===== src/rtl/uart_pkg.sv =====
// Shared types and constants for the UART / AXI-Stream transceiver.
package uart_pkg;

  localparam int   DATA_BITS  = 8;
  localparam logic IDLE_LEVEL = 1'b1;

  typedef enum logic [1:0] {
    RX_IDLE  = 2'd0,
    RX_START = 2'd1,
    RX_DATA  = 2'd2,
    RX_STOP  = 2'd3
  } rx_state_t;

  typedef enum logic [1:0] {
    TX_IDLE  = 2'd0,
    TX_START = 2'd1,
    TX_DATA  = 2'd2,
    TX_STOP  = 2'd3
  } tx_state_t;

endpackage


===== src/rtl/uart_sync_fifo.sv =====
// Single-clock byte FIFO; a count register separates full from empty and
// the head entry is read straight out of the storage flops.
module uart_sync_fifo #(
  parameter int WIDTH = 8,
  parameter int DEPTH = 16
) (
  input  logic             clk,
  input  logic             rst_n,
  input  logic             wr_en,
  input  logic [WIDTH-1:0] wr_data,
  output logic             full,
  input  logic             rd_en,
  output logic [WIDTH-1:0] rd_data,
  output logic             empty
);

  localparam int PTR_W = $clog2(DEPTH);
  localparam int CNT_W = PTR_W + 1;

  logic [WIDTH-1:0] mem_r [DEPTH];
  logic [PTR_W-1:0] wr_ptr_r;
  logic [PTR_W-1:0] rd_ptr_r;
  logic [CNT_W-1:0] count_r;
  logic             wr_ok_s;
  logic             rd_ok_s;

  assign empty   = (count_r == {CNT_W{1'b0}});
  assign full    = (count_r == CNT_W'(DEPTH));
  assign rd_ok_s = rd_en & ~empty;
  // A pop in the same cycle frees the slot, so a write into a full FIFO still lands.
  assign wr_ok_s = wr_en & (~full | rd_ok_s);
  assign rd_data = mem_r[rd_ptr_r];

  // Storage, wrapping pointers and occupancy count
  always_ff @(posedge clk or negedge rst_n) begin
    if (!rst_n) begin
      for (int i = 0; i < DEPTH; i++) begin
        mem_r[i] <= {WIDTH{1'b0}};
      end
      wr_ptr_r <= {PTR_W{1'b0}};
      rd_ptr_r <= {PTR_W{1'b0}};
      count_r  <= {CNT_W{1'b0}};
    end else begin
      if (wr_ok_s) begin
        mem_r[wr_ptr_r] <= wr_data;
        wr_ptr_r        <= wr_ptr_r + PTR_W'(1'b1);
      end
      if (rd_ok_s) begin
        rd_ptr_r <= rd_ptr_r + PTR_W'(1'b1);
      end
      count_r <= count_r + CNT_W'(wr_ok_s) - CNT_W'(rd_ok_s);
    end
  end

endmodule


===== src/rtl/uart_axis_xcvr.sv =====
// Full-duplex 8N1 UART bridged to AXI-Stream byte ports; RX bytes are
// buffered in a FIFO or a single holding register, TX is unbuffered.
module uart_axis_xcvr
  import uart_pkg::*;
#(
  parameter int CLKS_PER_BIT = 16,
  parameter int USE_FIFO     = 1,
  parameter int FIFO_DEPTH   = 16
) (
  input  logic       i_clk,
  input  logic       i_rst_n,
  input  logic       i_rxd,
  output logic [7:0] o_m_axis_tdata,
  output logic       o_m_axis_tvalid,
  input  logic       i_m_axis_tready,
  input  logic [7:0] i_s_axis_tdata,
  input  logic       i_s_axis_tvalid,
  output logic       o_s_axis_tready,
  output logic       o_txd,
  output logic       o_txd_busy,
  output logic       o_txd_done,
  output logic       o_rx_frame_err,
  output logic       o_rx_overflow
);

  localparam int                CNT_W    = $clog2(CLKS_PER_BIT);
  localparam logic [CNT_W-1:0]  CNT_ZERO = {CNT_W{1'b0}};
  localparam logic [CNT_W-1:0]  CNT_ONE  = CNT_W'(1'b1);
  localparam logic [CNT_W-1:0]  LAST_CNT = CNT_W'(CLKS_PER_BIT - 1);
  localparam logic [CNT_W-1:0]  HALF_CNT = CNT_W'((CLKS_PER_BIT - 1) / 2);

  logic [1:0]       rxd_sync_r;
  logic             rxd_s;
  rx_state_t        rx_state_r, rx_state_n;
  logic [CNT_W-1:0] rx_cnt_r, rx_cnt_n;
  logic [2:0]       rx_bit_r, rx_bit_n;
  logic [7:0]       rx_shift_r, rx_shift_n;
  logic             rx_good_s, rx_bad_s;
  logic             rx_err_r;
  logic             m_tvalid_s, rx_ovf_s;
  logic [7:0]       m_tdata_s;

  tx_state_t        tx_state_r, tx_state_n;
  logic [CNT_W-1:0] tx_cnt_r, tx_cnt_n;
  logic [2:0]       tx_bit_r, tx_bit_n;
  logic [7:0]       tx_shift_r, tx_shift_n;
  logic             tx_line_r, tx_line_n;
  logic             tx_ready_r, tx_ready_n;
  logic             tx_busy_r, tx_busy_n;
  logic             tx_done_r, tx_done_n;

  assign rxd_s = rxd_sync_r[1];

  // Two-flop synchroniser for the asynchronous receive line
  always_ff @(posedge i_clk or negedge i_rst_n) begin
    if (!i_rst_n) begin
      rxd_sync_r <= {2{IDLE_LEVEL}};
    end else begin
      rxd_sync_r <= {rxd_sync_r[0], i_rxd};
    end
  end

  // RX next-state: half-bit start check, then one sample per bit period
  always_comb begin
    rx_state_n = rx_state_r;
    rx_cnt_n   = rx_cnt_r + CNT_ONE;
    rx_bit_n   = rx_bit_r;
    rx_shift_n = rx_shift_r;
    rx_good_s  = 1'b0;
    rx_bad_s   = 1'b0;
    case (rx_state_r)
      RX_IDLE: begin
        rx_cnt_n = CNT_ZERO;
        rx_bit_n = 3'd0;
        if (rxd_s == 1'b0) rx_state_n = RX_START;
        else               rx_state_n = RX_IDLE;
      end
      RX_START: begin
        if (rx_cnt_r == HALF_CNT) begin
          rx_cnt_n = CNT_ZERO;
          if (rxd_s == 1'b0) rx_state_n = RX_DATA;
          else               rx_state_n = RX_IDLE;
        end else begin
          rx_state_n = RX_START;
        end
      end
      RX_DATA: begin
        if (rx_cnt_r == LAST_CNT) begin
          rx_cnt_n   = CNT_ZERO;
          rx_shift_n = {rxd_s, rx_shift_r[7:1]};
          rx_bit_n   = rx_bit_r + 3'd1;
          if (rx_bit_r == 3'd7) rx_state_n = RX_STOP;
          else                  rx_state_n = RX_DATA;
        end else begin
          rx_state_n = RX_DATA;
        end
      end
      RX_STOP: begin
        if (rx_cnt_r == LAST_CNT) begin
          rx_state_n = RX_IDLE;
          rx_good_s  = rxd_s;
          rx_bad_s   = ~rxd_s;
        end else begin
          rx_state_n = RX_STOP;
        end
      end
      default: rx_state_n = RX_IDLE;
    endcase
  end

  // RX state registers and frame-error pulse
  always_ff @(posedge i_clk or negedge i_rst_n) begin
    if (!i_rst_n) begin
      rx_state_r <= RX_IDLE;
      rx_cnt_r   <= CNT_ZERO;
      rx_bit_r   <= 3'd0;
      rx_shift_r <= 8'h00;
      rx_err_r   <= 1'b0;
    end else begin
      rx_state_r <= rx_state_n;
      rx_cnt_r   <= rx_cnt_n;
      rx_bit_r   <= rx_bit_n;
      rx_shift_r <= rx_shift_n;
      rx_err_r   <= rx_bad_s;
    end
  end

  generate
    if (USE_FIFO != 0) begin : g_fifo
      logic       push_r, ovf_r, full_s, empty_s, pop_s;
      logic [7:0] head_s;

      assign pop_s = ~empty_s & i_m_axis_tready;

      // Delayed write strobe and overflow pulse for the FIFO path
      always_ff @(posedge i_clk or negedge i_rst_n) begin
        if (!i_rst_n) begin
          push_r <= 1'b0;
          ovf_r  <= 1'b0;
        end else begin
          push_r <= rx_good_s;
          ovf_r  <= push_r & full_s & ~pop_s;
        end
      end

      uart_sync_fifo #(
        .WIDTH(DATA_BITS),
        .DEPTH(FIFO_DEPTH)
      ) u_fifo (
        .clk    (i_clk),
        .rst_n  (i_rst_n),
        .wr_en  (push_r),
        .wr_data(rx_shift_r),
        .full   (full_s),
        .rd_en  (pop_s),
        .rd_data(head_s),
        .empty  (empty_s)
      );

      assign m_tvalid_s = ~empty_s;
      assign m_tdata_s  = head_s;
      assign rx_ovf_s   = ovf_r;
    end else begin : g_hold
      logic       valid_r, ovf_r;
      logic [7:0] data_r;

      // Holding register: a new byte replaces the old only if it is taken this cycle
      always_ff @(posedge i_clk or negedge i_rst_n) begin
        if (!i_rst_n) begin
          valid_r <= 1'b0;
          data_r  <= 8'h00;
          ovf_r   <= 1'b0;
        end else begin
          ovf_r <= 1'b0;
          if (rx_good_s) begin
            if (!valid_r || i_m_axis_tready) begin
              valid_r <= 1'b1;
              data_r  <= rx_shift_r;
            end else begin
              ovf_r <= 1'b1;
            end
          end else if (valid_r && i_m_axis_tready) begin
            valid_r <= 1'b0;
          end
        end
      end

      assign m_tvalid_s = valid_r;
      assign m_tdata_s  = data_r;
      assign rx_ovf_s   = ovf_r;
    end
  endgenerate

  // TX next-state: outputs are computed for the state being entered
  always_comb begin
    tx_state_n = tx_state_r;
    tx_cnt_n   = tx_cnt_r + CNT_ONE;
    tx_bit_n   = tx_bit_r;
    tx_shift_n = tx_shift_r;
    tx_line_n  = tx_line_r;
    tx_ready_n = tx_ready_r;
    tx_busy_n  = tx_busy_r;
    tx_done_n  = 1'b0;
    case (tx_state_r)
      TX_IDLE: begin
        tx_cnt_n = CNT_ZERO;
        tx_bit_n = 3'd0;
        if (i_s_axis_tvalid && tx_ready_r) begin
          tx_state_n = TX_START;
          tx_shift_n = i_s_axis_tdata;
          tx_line_n  = 1'b0;
          tx_ready_n = 1'b0;
          tx_busy_n  = 1'b1;
        end else begin
          tx_state_n = TX_IDLE;
          tx_line_n  = IDLE_LEVEL;
          tx_ready_n = 1'b1;
          tx_busy_n  = 1'b0;
        end
      end
      TX_START: begin
        if (tx_cnt_r == LAST_CNT) begin
          tx_cnt_n   = CNT_ZERO;
          tx_state_n = TX_DATA;
          tx_line_n  = tx_shift_r[0];
        end else begin
          tx_state_n = TX_START;
        end
      end
      TX_DATA: begin
        if (tx_cnt_r == LAST_CNT) begin
          tx_cnt_n   = CNT_ZERO;
          tx_bit_n   = tx_bit_r + 3'd1;
          tx_shift_n = {1'b0, tx_shift_r[7:1]};
          if (tx_bit_r == 3'd7) begin
            tx_state_n = TX_STOP;
            tx_line_n  = IDLE_LEVEL;
          end else begin
            tx_state_n = TX_DATA;
            tx_line_n  = tx_shift_r[1];
          end
        end else begin
          tx_state_n = TX_DATA;
        end
      end
      TX_STOP: begin
        if (tx_cnt_r == LAST_CNT) begin
          tx_state_n = TX_IDLE;
          tx_line_n  = IDLE_LEVEL;
          tx_ready_n = 1'b1;
          tx_busy_n  = 1'b0;
          tx_done_n  = 1'b1;
        end else begin
          tx_state_n = TX_STOP;
        end
      end
      default: tx_state_n = TX_IDLE;
    endcase
  end

  // TX state and registered line/handshake outputs
  always_ff @(posedge i_clk or negedge i_rst_n) begin
    if (!i_rst_n) begin
      tx_state_r <= TX_IDLE;
      tx_cnt_r   <= CNT_ZERO;
      tx_bit_r   <= 3'd0;
      tx_shift_r <= 8'h00;
      tx_line_r  <= IDLE_LEVEL;
      tx_ready_r <= 1'b1;
      tx_busy_r  <= 1'b0;
      tx_done_r  <= 1'b0;
    end else begin
      tx_state_r <= tx_state_n;
      tx_cnt_r   <= tx_cnt_n;
      tx_bit_r   <= tx_bit_n;
      tx_shift_r <= tx_shift_n;
      tx_line_r  <= tx_line_n;
      tx_ready_r <= tx_ready_n;
      tx_busy_r  <= tx_busy_n;
      tx_done_r  <= tx_done_n;
    end
  end

  assign o_m_axis_tdata  = m_tdata_s;
  assign o_m_axis_tvalid = m_tvalid_s;
  assign o_rx_overflow   = rx_ovf_s;
  assign o_rx_frame_err  = rx_err_r;
  assign o_txd           = tx_line_r;
  assign o_s_axis_tready = tx_ready_r;
  assign o_txd_busy      = tx_busy_r;
  assign o_txd_done      = tx_done_r;

endmodule


===== config.mk =====
export PLATFORM = sky130hd
export DESIGN_NAME = uart_axis_xcvr
export DESIGN_NICKNAME = d
export VERILOG_FILES = /design/src/rtl/uart_pkg.sv /design/src/rtl/uart_sync_fifo.sv /design/src/rtl/uart_axis_xcvr.sv
export SDC_FILE = /design/constraint.sdc
export NUM_CORES = 1
export LEC_CHECK = 0
export CORE_MARGIN = 2
export CORE_UTILIZATION = 60
export CTS_CLUSTER_DIAMETER = 150
export CTS_CLUSTER_SIZE = 12
export DETAILED_ROUTE_END_ITERATION = 16
export DONT_BUFFER_PORTS = 1
export GPL_TIMING_DRIVEN = 0
export PLACE_DENSITY = 0.78
export SLEW_MARGIN = 20
export SYNTH_ARGS = -nofsm -noshare
export SYNTH_HDL_FRONTEND = slang
export SYNTH_HIERARCHICAL = 1
export SYNTH_SLANG_ARGS = --single-unit

===== constraint.sdc =====
create_clock -name i_clk -period 9.9 [get_ports i_clk]
set_clock_uncertainty 0.1 [all_clocks]
set_input_delay 0.495 -clock i_clk [delete_from_list [all_inputs] [get_ports i_clk]]
set_output_delay 0.495 -clock i_clk [all_outputs]
set_load 0.03 [all_outputs]

* Word level (Yosys, flattened, before mapping)
Cells that the tools add are included.
Storage, ports and cells: flip-flop bits (word level) 184, bits in latches 0, RAM bits 0, ROM bits 0, input port bits 13, output and inout port bits 15, word-level logic and storage cells 137, memories 0
Cells by class: add/subtract/negate cells 8, multipliers 0, divide/modulo/power cells 0, $lt $le $gt $ge 3, equal/unequal tests 17, shifts and indexed selects 0, multiplexer cells 47, bitwise operators 12, reduce and logical (&&, ||, !) cells 15
Operator list (number):
- $bwmux W128 | 1
- $mux W8 | 5
- $bmux W8 S4 | 1
- $demux W8 S4 | 1
- $mux W1 | 17
- $add A4 B1 Y4 const B | 4
- $pmux W2 S4 | 2
- $pmux W8 S2 | 1
- $mux W2 | 7
- $mux W4 | 3
- $pmux W3 S2 | 2
- $pmux W4 S3 | 1
- $ge A5 B5 Y1 const B | 2
- $ne A2 B2 Y1 const B | 5
- $not A4 Y5 | 2
- $eq A2 B2 Y1 const B | 4
- $eq A4 B4 Y1 const B | 2
- $pmux W4 S2 | 1
- $reduce_and A2 Y1 | 4
- $add A3 B1 Y3 const B | 2
- $eq A3 B3 Y1 const B | 2
- $mux W3 | 2
- $reduce_and A3 Y1 | 2
- $reduce_bool A2 Y1 | 3
- other kinds (15) | 26

* Logic depth before layout (Yosys ltp)
Gate-level depths: netlist of run 1.
depth after elaboration 8, mapped depth 14

* Hierarchy
The synthesis of run 1 kept the hierarchy.
Modules (own cells, without submodules):
- uart_sync_fifo | instances 1, cells each 425, area each 6905.4 sq um, sequential area each 3528.4 sq um
- uart_axis_xcvr | instances 1, cells each 173, area each 2090.8 sq um, sequential area each 1081.0 sq um

* Least setup slack after synthesis of run 1
OpenSTA, ideal clock, no wires.
path type flip-flop to flip-flop, start point register g_fifo.u_fifo.count_r[3], end point register g_fifo.u_fifo.count_r[4], data arrival time 3.014 ns, data required time 9.676 ns, slack 6.661 ns, stages on the path, launching flop included 15, path buffers 2, clock period less this slack 3.239 ns, cells stage by stage dfrtp_1 inv_1 ha_1 or4b_1 inv_1 nor2b_1 buf_2 buf_2 o21ai_0 mux2i_1 ha_1 fa_1 a21oi_1 o21bai_1 xnor2_1
On the way: longest elaborated chain between the ends 8, elaborated cells between the ends (all ways) 10
Ends and longest elaborated chain:
- start, declared | RTL line uart_sync_fifo.sv:23 | logic [CNT_W-1:0] count_r;
- start signal, assigned | RTL line uart_sync_fifo.sv:42 | count_r <= {CNT_W{1'b0}};
- start signal, assigned | RTL line uart_sync_fifo.sv:51 | count_r <= count_r + CNT_W'(wr_ok_s) - CNT_W'(rd_ok_s);
- $logic_not A5 Y1 * | RTL line uart_sync_fifo.sv:27 | assign empty = (count_r == {CNT_W{1'b0}});
- via g_fifo.empty_s | RTL line uart_axis_xcvr.sv:130 | logic push_r, ovf_r, full_s, empty_s, pop_s;
- $not A1 Y1 * | RTL line uart_axis_xcvr.sv:133 | assign pop_s = ~empty_s & i_m_axis_tready;
- $and A1 B1 Y1 * | RTL line uart_axis_xcvr.sv:133
- via g_fifo.pop_s | RTL line uart_axis_xcvr.sv:130
- $and A1 B1 Y1 * | RTL line uart_sync_fifo.sv:29 | assign rd_ok_s = rd_en & ~empty;
- $or A1 B1 Y1 | RTL line uart_sync_fifo.sv:31 | assign wr_ok_s = wr_en & (~full | rd_ok_s);
- $and A1 B1 Y1 | RTL line uart_sync_fifo.sv:31
- $add A5 B1 Y5 | RTL line uart_sync_fifo.sv:51
- $sub A5 B1 Y5 * | RTL line uart_sync_fifo.sv:51
The timed path passes the listed nets; every way through them passes the cells marked *. A chain may end at the register's enable or synchronous reset.

* Worst setup path in the final report of run 1
start point register g_fifo.u_fifo.count_r[2], end point register g_fifo.u_fifo.count_r[4]
The elaborated chain is that of the path after synthesis.

==> results of run 1 <==
timing repair:
item,in CTS,in global routing
buffers inserted,0,0
hold endpoints to repair,185,0
hold buffers,2,0
cells by family after synthesis:
| kind of cell | Yosys count |
|---|---|
| flip-flops | 184 |
| AND/OR/NAND/NOR | 64 |
| AO/OA/AOI/OAI | 74 |
| multiplexers | 188 |
| buffers and inverters | 54 |
| adder cells (fa/ha/maj) | 21 |
| XOR/XNOR | 13 |
registers in the layout (all words and copies together), names as in the netlist, 2 cells and up:
register / flops
g_fifo.u_fifo/mem_r: 128
tx_shift_r: 8
g_fifo.u_fifo/rd_ptr_r: 4
rxd_sync_r: 2
g_fifo.u_fifo/count_r: 5
tx_state_r: 2
rx_cnt_r: 4
tx_bit_r: 3
tx_cnt_r: 4
rx_state_r: 2
rx_shift_r: 8
rx_bit_r: 3
g_fifo.u_fifo/wr_ptr_r: 4
through the flow:
step | setup WS [ns] | total power (uW) | std cells
after global placement | 6.37 | 1220 | 782
after CTS | 6.28 | 1890 | 816
final | 6.32 | 1870 | 816
after detailed placement | 6.30 | 1240 | 782
after floorplan | 6.66 | 1150 | 598
after global routing | 6.10 | 1960 | 816
metal layers:
metal  vias to the layer above  GRT usage, %  share of wire, %
met1                      2657          31.6                44
li1                       2275             -                 -
met4                         0          6.66               1.5
met3                        18          5.15               3.8
met5                         -             0                 0
met2                        72          38.3                51
critical path, delay by kind of cell (launching register included):
kind	cells	cell delay (ns)
xor gates and xnor gates	1	0.12
AOI/OAI and AO/OA	3	0.65
adders and majority gates	3	0.86
DFF	1	0.39
muxes	1	0.15
and+or+nand+nor	2	0.61
buffers and inverters	4	0.59
cells in the final DEF (no fill, tap or decap), types with 3 or more instances in the layout:
master      netlist  routed
dfstp_2           4       4
clkbuf_8          0       3
a21oi_1           9       9
mux2i_1           3       3
clkbuf_16         0      17
ha_1             20      20
clkbuf_1         16      16
mux4_2           32      32
buf_4             4       4
inv_6             0       3
buf_2            11      11
a31oi_1           3       3
nor2b_1           6       6
nor2_1            9       9
buf_6             5       5
inv_1            16      16
nand3_1          10      10
and2_1            3       3
o21ai_0          12      12
mux2_2          135     135
xor2_1            4       4
o2111ai_4        16      16
clkinvlp_4        0       5
dfrtp_1         180     180
xnor2_1           9       9
mux2_4           16      16
nand2_1          16      16
a22oi_1          16      16
a22o_1            5       5
nor3_1            5       5
worst min path at each step:
stage / slack [ns] / depth (start not counted) / endpoint / start
final: -0.01 / 1 / g_fifo.u_fifo/mem_r[50]$_DFFE_PN0P_ / i_rst_n
after global routing: 0.06 / 1 / g_fifo.u_fifo/mem_r[44]$_DFFE_PN0P_ / i_rst_n
after CTS: 0.07 / 1 / g_fifo.u_fifo/mem_r[93]$_DFFE_PN0P_ / i_rst_n
after detailed placement: 0.11 / 0 / g_fifo.u_fifo/mem_r[56]$_DFFE_PN0P_ / i_rst_n
after global placement: 0.11 / 0 / g_fifo.u_fifo/wr_ptr_r[2]$_DFFE_PN0P_ / i_rst_n
after floorplan: 0.1 / 0 / g_fifo.push_r$_DFF_PN0_ / i_rst_n
power groups by stage:
| stage | registers, uW | clock network, uW | logic [uW] |
|---|---|---|---|
| after CTS | 835 | 646 | 408 |
| after global placement | 846 | 0 | 376 |
| after global routing | 842 | 676 | 439 |
| final | 835 | 632 | 401 |
| after detailed placement | 849 | 0 | 389 |
| after floorplan | 839 | 0 | 308 |
cell type report:
type                            instances  area (um^2)  area share (%)
Multi-Input combinational cell        360         4120            41.9
Clock buffer                           20          467            4.75
Tap cell                              184          230            2.34
Inverter                               16         60.1           0.611
Buffer                                 38          209            2.13
Timing Repair Buffer                    2         37.5           0.382
Sequential cell                       184         4610            46.9
Clock inverter                         12         91.3           0.930
==> impl_metrics.env, run 1 <==
export IMPL_switching_share_pct=30.4
export IMPL_num_rows=44
export IMPL_overflow=0
export IMPL_p_per_area_mw_per_mm2=190
export IMPL_drc=0
export IMPL_synth_cell_types=53
export IMPL_yosys_area_top_type="dfrtp_1"
export IMPL_yosysTopAreaCellShare_pct=50.1
export IMPL_drt_iter0_drc=319
export IMPL_ir_worst_vdd_mv=0.132
export IMPL_status="complete, but fails checks"
export IMPL_synth_xor_area_share_pct=1.27
export IMPL_synth_top_family_by_area="multiplexers"
export IMPL_grt_max_degree=185
export IMPL_antenna_found_initial=0
export IMPL_crit_path_start_kind="flip-flop"
export IMPL_synthCells=598
export IMPL_floorplan_initialDensity_pct=61.7
export IMPL_globalplace_congestion=0.796
export IMPL_rr_startpoint="g_fifo.u_fifo/count_r[2]$_DFF_PN0_"
export IMPL_drv_slew=0
export IMPL_clkLatencyLatePin_ns=0.43
export IMPL_pwr_share_seq_pct=44.7
export IMPL_area_growth_pct=9.18
export IMPL_rsz0062_at_grt="false"
export IMPL_dieHeight_um=126
export IMPL_nets=653
export IMPL_p_leak_uw=0.00461
export IMPL_fmax_mhz=279
export IMPL_cts_sinks=184
export IMPL_clk_pin_slew_ns=0.07
export IMPL_synth_edf_count=0
export IMPL_finalCritPeriodShare_pct=36.2
export IMPL_whs_ns=-0.0136
export IMPL_tns_ns=0
export IMPL_path_cells="inv_1, ha_1, or4b_1, inv_1, nor2b_1, buf_2, buf_2, o21ai_0, mux2i_1, ha_1, fa_1, a21oi_1, o21bai_1, xnor2_1"
export IMPL_clkPwrFrac_pct=33.8
export IMPL_place_detailed_hpwl_um=11800
export IMPL_die_area_mm2=0.0160
export IMPL_grt_pass1_wl_um=28800
export IMPL_cts_tree="yes"
export IMPL_p_int_uw=1300
export IMPL_place_area_mm2=0.00923
export IMPL_track_usage_pct=23.3
export IMPL_synthAdderAreaFrac_pct=3.00
export IMPL_timing_critical_path_slowest_stage_cell="or4b_1"
export IMPL_diodes=0
export IMPL_fill_cells=982
export IMPL_hold_viol=6
export IMPL_reg2reg_slack_ns=6.32
export IMPL_critPathRequiredTime_ns=10.11
export IMPL_reg2reg_depth=14
export IMPL_ys_top_cells_by_area="dfrtp_1, mux2_2, mux4_2"
export IMPL_io_buffers=0
export IMPL_async_flop_share_pct=100
export IMPL_cts_resized=0
export IMPL_routed_wl_um=17200
export IMPL_setup_viol=0
export IMPL_synth_common_cells="dfrtp_1, mux2_2, mux4_2, ha_1"
export IMPL_syn_nets=632
export IMPL_cp_max_fo=10
export IMPL_post_drt_via_cell_ratio=6.15
export IMPL_muxShareOfSynthArea_pct=28.2
export IMPL_drive_gt1_share_pct=41.8
export IMPL_cts_made_buffers=17
export IMPL_finish_utilization_pct=67.3
export IMPL_period_minus_slack_ns=3.58
export IMPL_worst_setup_path_type="reg -> reg"
export IMPL_hp_class="in -> async"
export IMPL_die_w_um=126
export IMPL_r2r_end="g_fifo.u_fifo/count_r[4]$_DFF_PN0_"
export IMPL_ios=28
export IMPL_violations="hold timing"
export IMPL_tightest_slew_ns=0.882
export IMPL_fin_area_mm2=0.00982
export IMPL_wl_per_cell_um=21.0
export IMPL_clockBufferDepth=2
export IMPL_drv_cap=0
export IMPL_drtAntennaViolNets=0
export IMPL_synthesis_area_mm2=0.00900
export IMPL_firstDrtPassIters=4
export IMPL_yosysSeqAreaShare_pct=51.2
export IMPL_cp_end_kind="flip-flop"
export IMPL_slowest_delay_ns=0.55
export IMPL_grt_pass1_vias=5436
export IMPL_synthFlopType="dfrtp_1"
export IMPL_yosys_warnings=6
export IMPL_cp_endpoint="g_fifo.u_fifo/count_r[4]$_DFF_PN0_"
export IMPL_cts_htree_levels=4
export IMPL_switching_power_uw=567
export IMPL_postSynthAreaPerCell_um2=15.0
export IMPL_pwr_share_comb_pct=21.5
export IMPL_root_buffer="clkbuf_16"
export IMPL_yosys_register_bits=184
export IMPL_yosysMostFrequentCell="dfrtp_1"
export IMPL_critPathLaunch="g_fifo.u_fifo/count_r[2]$_DFF_PN0_"
export IMPL_synthSimpleGateAreaFrac_pct=4.17
export IMPL_maxSlewHeadroom_pct=41.2
export IMPL_vias=5022
export IMPL_crit_arrival_ns=3.79
export IMPL_core_mm2=0.0146
export IMPL_synth_compound_area_share_pct=9.17
Note: power is estimated with default switching activity, not from simulation.
==> run 2: changes to the inputs <==
==> constraint.sdc (replaced) <==
create_clock -name i_clk -period 3.3 [get_ports i_clk]
set_clock_uncertainty 0.1 [all_clocks]
set_input_delay 0.165 -clock i_clk [delete_from_list [all_inputs] [get_ports i_clk]]
set_output_delay 0.165 -clock i_clk [all_outputs]
set_load 0.03 [all_outputs]
==> run 2 against run 1 <==
Effect of this change: the run still ends with hold timing left; combinational power grew to 2.9 times the previous value; total power grew to 3.0 times the previous value; maximum frequency grew 15%; die area is the same; via count grew 1.3%; final cell count grew 0.86%; sequential share of layout area shrank 0.36 points; critical path depth shrank 1; clock power grew to 3.0 times the previous value; hold slack lost 0.65 ns; sequential cell count is the same; count of clock-buffer cells in the layout is the same; critical path type unchanged; highest routed layer unchanged.
==> impl_metrics.env, run 2 (synthesis gave the netlist of run 1 again) <==
export IMPL_globalplace_congestion=0.796
export IMPL_p_per_area_mw_per_mm2=564
export IMPL_status="complete, but fails checks"
export IMPL_final_common_cell="dfrtp_1"
export IMPL_io_buffers=0
export IMPL_cts_htree_levels=4
export IMPL_rsz0062_at_grt="false"
export IMPL_routed_wl_um=17400
export IMPL_cp_max_fo=13
export IMPL_hp_class="in -> async"
export IMPL_drc=0
export IMPL_place_inst=782
export IMPL_setup_viol=0
export IMPL_fin_area_mm2=0.00990
export IMPL_drv_cap=0
export IMPL_wl_met3_um=556
export IMPL_p_leak_uw=0.00463
export IMPL_grt_max_degree=185
export IMPL_reg2reg_slack_ns=0.19
export IMPL_crit_path_start_kind="flip-flop"
export IMPL_dieHeight_um=126
export IMPL_drt_iter0_drc=285
export IMPL_clockBufferDepth=2
export IMPL_tns_ns=0
export IMPL_clkLatencyLatePin_ns=0.43
export IMPL_worst_setup_path_type="reg -> reg"
export IMPL_crit_buf_inv=3
export IMPL_period_minus_slack_ns=3.11
export IMPL_firstDrtPassIters=4
export IMPL_cp_top_family="adder cells"
export IMPL_crit_arrival_ns=3.32
export IMPL_reg2reg_depth=13
export IMPL_die_w_um=126
export IMPL_largest_register_ff_count=128
export IMPL_finish_utilization_pct=67.8
export IMPL_hold_viol=184
export IMPL_place_detailed_hpwl_um=11800
export IMPL_clk_pin_slew_ns=0.07
export IMPL_rr_startpoint="g_fifo.u_fifo/count_r[2]$_DFF_PN0_"
export IMPL_drive_gt1_share_pct=41.3
export IMPL_drv_slew=0
export IMPL_post_drt_via_cell_ratio=6.18
export IMPL_largestRegisters="g_fifo.u_fifo/mem_r (128), rx_shift_r (8), tx_shift_r (8)"
export IMPL_track_usage_pct=23.5
export IMPL_cts_sinks=184
export IMPL_grt_pass1_vias=5470
export IMPL_core_mm2=0.0146
export IMPL_root_buffer="clkbuf_16"
export IMPL_cts_tree="yes"
export IMPL_slowest_delay_ns=0.52
export IMPL_grt_pass1_wl_um=29000
export IMPL_ir_worst_vdd_mv=0.476
export IMPL_violations="hold timing"
export IMPL_fmax_mhz=322
export IMPL_wl_per_cell_um=21.2
export IMPL_nets=660
export IMPL_die_area_mm2=0.0160
export IMPL_final_cell_mix="dfrtp_1, mux2_2, mux4_2"
export IMPL_top_layer="met4"
export IMPL_timing_critical_path_slowest_stage_cell="or4b_4"
export IMPL_cp_end_kind="flip-flop"
export IMPL_path_cells="inv_1, ha_1, or4b_4, inv_1, nor2b_1, buf_4, o21ai_4, mux2i_1, ha_1, fa_1, a21oi_1, o21bai_1, xnor2_1"
export IMPL_place_area_mm2=0.00923
export IMPL_tightest_slew_ns=0.868
export IMPL_ctsHoldBuffers=10
export IMPL_floorplan_initialDensity_pct=61.7
export IMPL_cts_made_buffers=17
export IMPL_diodes=0
export IMPL_regMostFlops="g_fifo.u_fifo/mem_r"
export IMPL_power_uw=5590
export IMPL_finalCritPeriodShare_pct=94.2
export IMPL_vias=5089
export IMPL_critPathRequiredTime_ns=3.52
export IMPL_num_rows=44
export IMPL_route_met2_wl_um=8780
export IMPL_r2r_end="g_fifo.u_fifo/count_r[4]$_DFF_PN0_"
export IMPL_final_cells=823
export IMPL_area_growth_pct=10.0
export IMPL_met1_length_um=7780
export IMPL_antenna_found_initial=0
export IMPL_whs_ns=-0.664
export IMPL_post_cts_buffers=0
export IMPL_maxSlewHeadroom_pct=42.2
export IMPL_drtAntennaViolNets=0
export IMPL_overflow=0
export IMPL_ios=28
-- run 2: worst max path at each step --
stage	startpoint	slack (ns)	endpoint	depth (start not counted)
after floorplan	g_fifo.u_fifo/count_r[3]$_DFF_PN0_	0.06	g_fifo.u_fifo/count_r[4]$_DFF_PN0_	14
after global placement	g_fifo.u_fifo/count_r[3]$_DFF_PN0_	-0.23	g_fifo.u_fifo/count_r[4]$_DFF_PN0_	14
after detailed placement	g_fifo.u_fifo/count_r[2]$_DFF_PN0_	-0.30	g_fifo.u_fifo/count_r[4]$_DFF_PN0_	14
after CTS	g_fifo.u_fifo/count_r[2]$_DFF_PN0_	0.10	g_fifo.u_fifo/count_r[4]$_DFF_PN0_	13
after global routing	g_fifo.u_fifo/count_r[3]$_DFF_PN0_	0.04	g_fifo.u_fifo/count_r[4]$_DFF_PN0_	13
final	g_fifo.u_fifo/count_r[2]$_DFF_PN0_	0.19	g_fifo.u_fifo/count_r[4]$_DFF_PN0_	13
-- run 2: worst reg2reg max path: stages (launching register included) --
cell      delay, ns
dfrtp_1        0.39
inv_1          0.09
ha_1           0.21
or4b_4         0.52
inv_1          0.09
nor2b_1        0.06
buf_4          0.22
o21ai_4        0.21
mux2i_1        0.11
ha_1           0.23
fa_1           0.41
a21oi_1        0.15
o21bai_1       0.09
xnor2_1        0.12
-- run 2: power breakdown --
part	internal [uW]	leakage [uW]	total, uW	switching [uW]
registers	2380	0.00249	2510	126
clock network	1030	0.000261	1900	870
logic	496	0.00188	1180	681
total	3910	0.00463	5590	1680
-- run 2: routing by layer --
metal	vias up	track usage, %
met2	86	38.5
met1	2699	31.7
met3	23	5.27
li1	2281	-
met5	-	0
met4	0	6.92
-- run 2: what timing repair did --
item / 4_1_cts / 5_1_grt
gates resized for setup: 4 / 2
setup endpoints to repair: 3 / 1
hold endpoints to repair: 197 / 184
-- run 2: area by class of cell --
| cell class | instances | area, um^2 |
|---|---|---|
| multi-input combinational | 360 | 4130 |
| buffer | 37 | 206 |
| timing repair buffer | 10 | 100 |
| inverter | 16 | 60.1 |
| clock buffer | 20 | 467 |
| sequential | 184 | 4610 |
| tap | 184 | 230 |
| clock inverter | 12 | 91.3 |
| fill | 965 | 4690 |
-- run 2: stage by stage --
step / setup WS [ns] / hold WS (ns)
4_1_cts: 0.103 / -0.681
2_1_floorplan: 0.0614 / -0.231
5_1_grt: 0.0358 / -0.689
6_report: 0.192 / -0.664
3_3_place_gp: -0.231 / -0.224
3_5_place_dp: -0.304 / -0.222
